--- config.mk ---
export PLATFORM = sky130hd
export DESIGN_NAME = hazard_ctrl
export DESIGN_NICKNAME = d
export VERILOG_FILES = /design/src/rtl/hazard_ctrl.sv
export SDC_FILE = /design/constraint.sdc
export NUM_CORES = 1
export LEC_CHECK = 0
export ABC_AREA = 1
export ABC_CLOCK_PERIOD_IN_PS = 3700
export CAP_MARGIN = 25
export CORE_MARGIN = 2
export CORE_UTILIZATION = 55
export CTS_CLUSTER_DIAMETER = 100
export DETAILED_ROUTE_END_ITERATION = 8
export HOLD_SLACK_MARGIN = 0.12
export PLACE_DENSITY = 0.95
export SYNTH_ARGS = -nofsm -noshare
export SYNTH_HDL_FRONTEND = slang
export SYNTH_SLANG_ARGS = --single-unit
--- constraint.sdc ---
create_clock -name clk -period 3.7 [get_ports clk]
set_clock_uncertainty 0.2 [all_clocks]
set_input_delay 0.74 -clock clk [delete_from_list [all_inputs] [get_ports clk]]
set_output_delay 0.74 -clock clk [all_outputs]
set_load 0.01 [all_outputs]
--- src/rtl/hazard_ctrl.sv ---
// rtl/hazard_ctrl.sv - RV32I 5-stage pipeline hazard sequencer
// Stall/flush/forward decode, memory-wait tracking with timeout, activity counters.
module hazard_ctrl #(
  parameter int CNT_W       = 32,
  parameter int MEM_TIMEOUT = 255
) (
  input  logic             clk,
  input  logic             rst,
  input  logic [4:0]       rs1D,
  input  logic [4:0]       rs2D,
  input  logic [4:0]       rs1E,
  input  logic [4:0]       rs2E,
  input  logic [4:0]       rdE,
  input  logic [4:0]       rdM,
  input  logic [4:0]       rdW,
  input  logic             LoadE,
  input  logic             RegWriteM,
  input  logic             RegWriteW,
  input  logic             PCSrcE,
  input  logic             dmem_reqM,
  input  logic             dmem_readyM,
  output logic             StallF,
  output logic             StallD,
  output logic             StallE,
  output logic             StallM,
  output logic             FlushD,
  output logic             FlushE,
  output logic             FlushW,
  output logic [1:0]       ForwardAE,
  output logic [1:0]       ForwardBE,
  output logic             mem_err,
  output logic [CNT_W-1:0] stall_cnt,
  output logic [CNT_W-1:0] flush_cnt
);

  localparam int WAIT_W = $clog2(MEM_TIMEOUT + 1);
  localparam logic [WAIT_W-1:0] WAIT_MAX   = WAIT_W'(MEM_TIMEOUT);
  localparam logic [WAIT_W-1:0] WAIT_LAST  = WAIT_W'(MEM_TIMEOUT - 1);
  localparam logic [0:0]        RUN      = 1'b0;
  localparam logic [0:0]        MEM_WAIT = 1'b1;

  logic [0:0]        state_q, state_d;
  logic [WAIT_W-1:0] wait_cnt_q, wait_cnt_d;
  logic              mem_err_q, mem_err_d;
  logic [CNT_W-1:0]  stall_cnt_q, stall_cnt_d;
  logic [CNT_W-1:0]  flush_cnt_q, flush_cnt_d;

  logic mem_wait;
  logic lw_stall;

  assign mem_wait = dmem_reqM & ~dmem_readyM;
  assign lw_stall = LoadE & (rdE != 5'd0) & ((rdE == rs1D) | (rdE == rs2D));

  always_comb begin
    ForwardAE = 2'b00;
    if (RegWriteM && (rdM != 5'd0) && (rdM == rs1E))      ForwardAE = 2'b10;
    else if (RegWriteW && (rdW != 5'd0) && (rdW == rs1E)) ForwardAE = 2'b01;
  end

  always_comb begin
    ForwardBE = 2'b00;
    if (RegWriteM && (rdM != 5'd0) && (rdM == rs2E))      ForwardBE = 2'b10;
    else if (RegWriteW && (rdW != 5'd0) && (rdW == rs2E)) ForwardBE = 2'b01;
  end

  // FlushD drives an async clear: kept to a single AND of PCSrcE, memWait and reset.
  assign FlushD = rst & PCSrcE & ~mem_wait;
  assign FlushE = rst & ~mem_wait & (PCSrcE | lw_stall);
  assign StallF = rst & (mem_wait | (~PCSrcE & lw_stall));
  assign StallD = StallF;
  assign StallE = rst & mem_wait;
  assign StallM = rst & mem_wait;
  assign FlushW = rst & mem_wait;

  always_comb begin
    state_d    = state_q;
    wait_cnt_d = wait_cnt_q;
    mem_err_d  = mem_err_q;
    case (state_q)
      RUN:      if (mem_wait) state_d = MEM_WAIT;
      MEM_WAIT: if (dmem_readyM | ~dmem_reqM) state_d = RUN;
      default:  state_d = RUN;
    endcase
    if (mem_wait) begin
      if (wait_cnt_q != WAIT_MAX) wait_cnt_d = wait_cnt_q + WAIT_W'(1);
      if (wait_cnt_q >= WAIT_LAST) mem_err_d = 1'b1;
    end else begin
      wait_cnt_d = '0;
    end
  end

  always_comb begin
    stall_cnt_d = stall_cnt_q;
    flush_cnt_d = flush_cnt_q;
    if (StallF && !(&stall_cnt_q)) stall_cnt_d = stall_cnt_q + CNT_W'(1);
    if (FlushD && !(&flush_cnt_q)) flush_cnt_d = flush_cnt_q + CNT_W'(1);
  end

  always_ff @(posedge clk or negedge rst) begin
    if (!rst) begin
      state_q     <= RUN;
      wait_cnt_q  <= '0;
      mem_err_q   <= 1'b0;
      stall_cnt_q <= '0;
      flush_cnt_q <= '0;
    end else begin
      state_q     <= state_d;
      wait_cnt_q  <= wait_cnt_d;
      mem_err_q   <= mem_err_d;
      stall_cnt_q <= stall_cnt_d;
      flush_cnt_q <= flush_cnt_d;
    end
  end

  assign mem_err   = mem_err_q;
  assign stall_cnt = stall_cnt_q;
  assign flush_cnt = flush_cnt_q;

endmodule
==> impl_metrics.py, run 1 <==
metrics = {
    "worst_hold_path": {
        "hold_depth": 1,
        "hold_path_class": "reg2reg",
    },
    "place": {
        "portBuffers": 118,
        "dp_hpwl_mm": 9.71,
        "place_inst": 943,
        "gp_congestion": 0.941,
    },
    "power_and_ir_drop": {
        "leakagePower_nw": 2.89,
        "pwr_density_cell_mw_per_mm2": 322,
        "peakVddDrop_mv": 0.247,
    },
    "synth": {
        "yosysSeqAreaShare": 0.361,
        "yosysUniqueCellTypes": 32,
        "synthTopCellsByArea": "dfrtp_1, nand2_1, xor2_1",
        "ys.flop_type": "dfrtp_1",
        "synth_top_cell_area_share": 0.361,
        "ys_ff_latch": 73,
        "synth_top_area_cell": "dfrtp_1",
        "mappedNetlistNets": 775,
        "synth-edff-count": 0,
        "yosysWarnings": 0,
        "synthArstFlopShare": 1.00,
        "syn_area_per_cell_um2": 6.96,
        "netlist_area_mm2": 0.00507,
        "syn_inst": 728,
    },
    "detailed_routing": {
        "post_drt_via_cell_ratio": 5.36,
        "drc": 0,
        "dr_total_vias": 5148,
        "ant_nets": 0,
        "firstDrtPassIters": 5,
        "detail_route.wl_per_cell_um": 13.7,
        "wirelength_mm": 13.1,
        "drtIter0Drc": 293,
    },
    "worst_setup_path": {
        "crit_fanout": 7,
        "arrival_ns": 2.56,
        "path_cells": "clkdlybuf4s50_1 > inv_1 > nor2_1 > inv_2 > nor2_1 > inv_1 > nand2_2 > clkdlybuf4s50_1",
        "slowest_delay_ns": 0.54,
        "worst_r2r_path_depth": 9,
        "critPathRequiredTime_ns": 2.76,
        "path_class": "in2out",
        "critPathLaunchType": "input pin",
        "slowest_stage": "clkdlybuf4s50_1",
        "endpoint_kind": "output port",
    },
    "sta": {
        "period_minus_slack_ns": 3.50,
        "hold_slack_ns": 0.314,
        "slew_headroom": 0.476,
        "final.setup.tns_ns": 0,
        "max_freq_mhz": 286,
        "slew_violations": 0,
        "final_hold_viol_count": 0,
        "grt_setup_unrepaired": "no",
        "worst_pin_slew_ns": 0.786,
        "finalSetupViolCount": 0,
        "fin_crit_sh": 0.946,
    },
    "run_status": {
        "outcome": "finished clean",
    },
    "clock_tree": {
        "h-tree-depth": 3,
        "clockRootBuffer": "clkbuf_8",
        "cts_tree": "yes",
        "clk_latency_ns": 0.35,
        "cts_made_buffers": 9,
        "cts_resized": 0,
        "clk_pin_slew_ns": 0.08,
        "clkSinkCount": 73,
        "post_cts.repair.setup_buffers": 0,
        "clock_path_buffers": 2,
        "cts_hold_buf": 1,
    },
    "die": {
        "die_w_um": 100,
        "coreArea_mm2": 0.00906,
        "die_area_mm2": 0.0100,
        "die_h_um": 100,
        "io_pins": 119,
        "fp-row-count": 35,
        "start_util": 0.559,
    },
    "run": {
        "drv_cap": 0,
    },
    "global_route": {
        "grt_overflow": 0,
        "grt.busiest_layer": "met2",
        "grtUsageMet2": 0.457,
        "grt_usage": 0.273,
        "grt_pass1_wl_mm": 21.9,
        "gr-usage-met3": 0.0487,
        "antenna_found_initial": 0,
        "grt_max_degree": 64,
        "use_met1": 0.354,
        "grt_pass1_vias": 4736,
    },
    "layout": {
        "fin_util": 0.715,
        "fillCellCount": 696,
        "synthToLayoutAreaGrowth_pct": 27.9,
        "final-instance-count-excl-fill": 960,
        "layout.nets": 891,
        "layout-drive-gt1-share": 0.0495,
        "n_antenna_cell": 0,
    },
}
[layer usage]
metal	wire [um]	vias up	part of all wire
met5	0	-	0
met4	388	0	0.030
met3	879	40	0.067
met2	6260	232	0.48
met1	5580	2357	0.43
li1	-	2519	-
[kinds of logic after synthesis]
family,count (synthesis),synth area share
AOI/OAI and AO/OA,33,0.0400
xor gates and xnor gates,71,0.123
adders and majority gates,4,0.00988
buffers and inverters,87,0.0768
DFF,73,0.361
and+or+nand+nor,460,0.390
[through the flow]
step	setup WS (ns)	area [um2]	total power [mW]
final	0.201	6480	2.09
after global routing	0.0426	6480	2.19
after CTS	0.168	6480	2.09
after detailed placement	0.188	6280	1.48
after global placement	0.233	6280	1.46
after floorplan	0.767	5070	1.20
[power by group]
| group | switching (mW) | leakage, nW | internal [mW] |
|---|---|---|---|
| clock network | 0.308 | 0.0933 | 0.311 |
| registers | 0.106 | 0.976 | 0.867 |
| logic | 0.238 | 1.83 | 0.256 |
| total | 0.652 | 2.89 | 1.43 |
[cell usage in the layout (no fill, tap or decap), types with 3 or more instances in the layout]
cell type        instances
nor2_2                   3
xor2_1                  43
o21ai_0                 15
nand2_2                  4
ha_1                     4
xnor2_1                 28
nand3_1                 57
clkbuf_8                 9
inv_2                    4
dfrtp_1                 73
buf_4                    4
inv_1                   66
clkdlybuf4s50_1        117
a21oi_1                  5
a211oi_1                 3
o21ai_2                  6
nand2_1                250
nor3_1                  21
nand4_1                 12
nand3b_1                 8
nor2_1                  94
[state kept, by name, indices dropped and copies added, names as in the netlist]
signal and count:
stall_cnt 32, wait_cnt_q 8, mem_err 1, flush_cnt 32
[area by class of cell]
cell class / instances / area (um2) / area share
clock buffers: 11 / 131 / 0.0203
well taps: 111 / 139 / 0.0214
inverters: 70 / 263 / 0.0406
clock inverters: 5 / 56.3 / 0.00869
repair buffers: 122 / 1210 / 0.187
flip-flops and latches: 73 / 1830 / 0.282
multi-input cells: 568 / 2850 / 0.440
[final timing paths]
path / startpoint / endpoint / slack [ns]
worst min-delay path: mem_err / mem_err / 0.31
worst min register to register: mem_err / mem_err / 0.31
min in group asynchronous: rst / stall_cnt[18] / 0.62
worst max register to register: stall_cnt[1] / stall_cnt[30] / 1.20
worst max-delay path: dmem_reqM / StallF / 0.20
max in group asynchronous: rst / stall_cnt[27] / 1.67
[cell usage after synthesis (3+ instances only)]
| library cell | number |
|---|---|
| nand2_1 | 250 |
| nor2_1 | 94 |
| dfrtp_1 | 73 |
| inv_1 | 66 |
| nand3_1 | 57 |
| xor2_1 | 43 |
| xnor2_1 | 28 |
| nor3_1 | 21 |
| o21ai_0 | 15 |
| nand4_1 | 12 |
| nand3b_1 | 8 |
| buf_4 | 7 |
| o21ai_2 | 6 |
| a21oi_1 | 5 |
| buf_2 | 5 |
| buf_6 | 4 |
| ha_1 | 4 |
| inv_2 | 4 |
| nand2_2 | 4 |
| a211oi_1 | 3 |
| nor2_2 | 3 |
[critical path: cells and delay by family]
kind,cells,cell delay (ns)
AND/OR/NAND/NOR,3,0.56
buffers and inverters,5,1.25
No activity file was read; power rests on OpenSTA's default activity.
==> inputs of run 2 (changes only) <==
- TNS_END_PERCENT: not set -> 50
==> results of run 2 <==
Same layout as run 1: the final DEF is identical, and so are final timing and power.
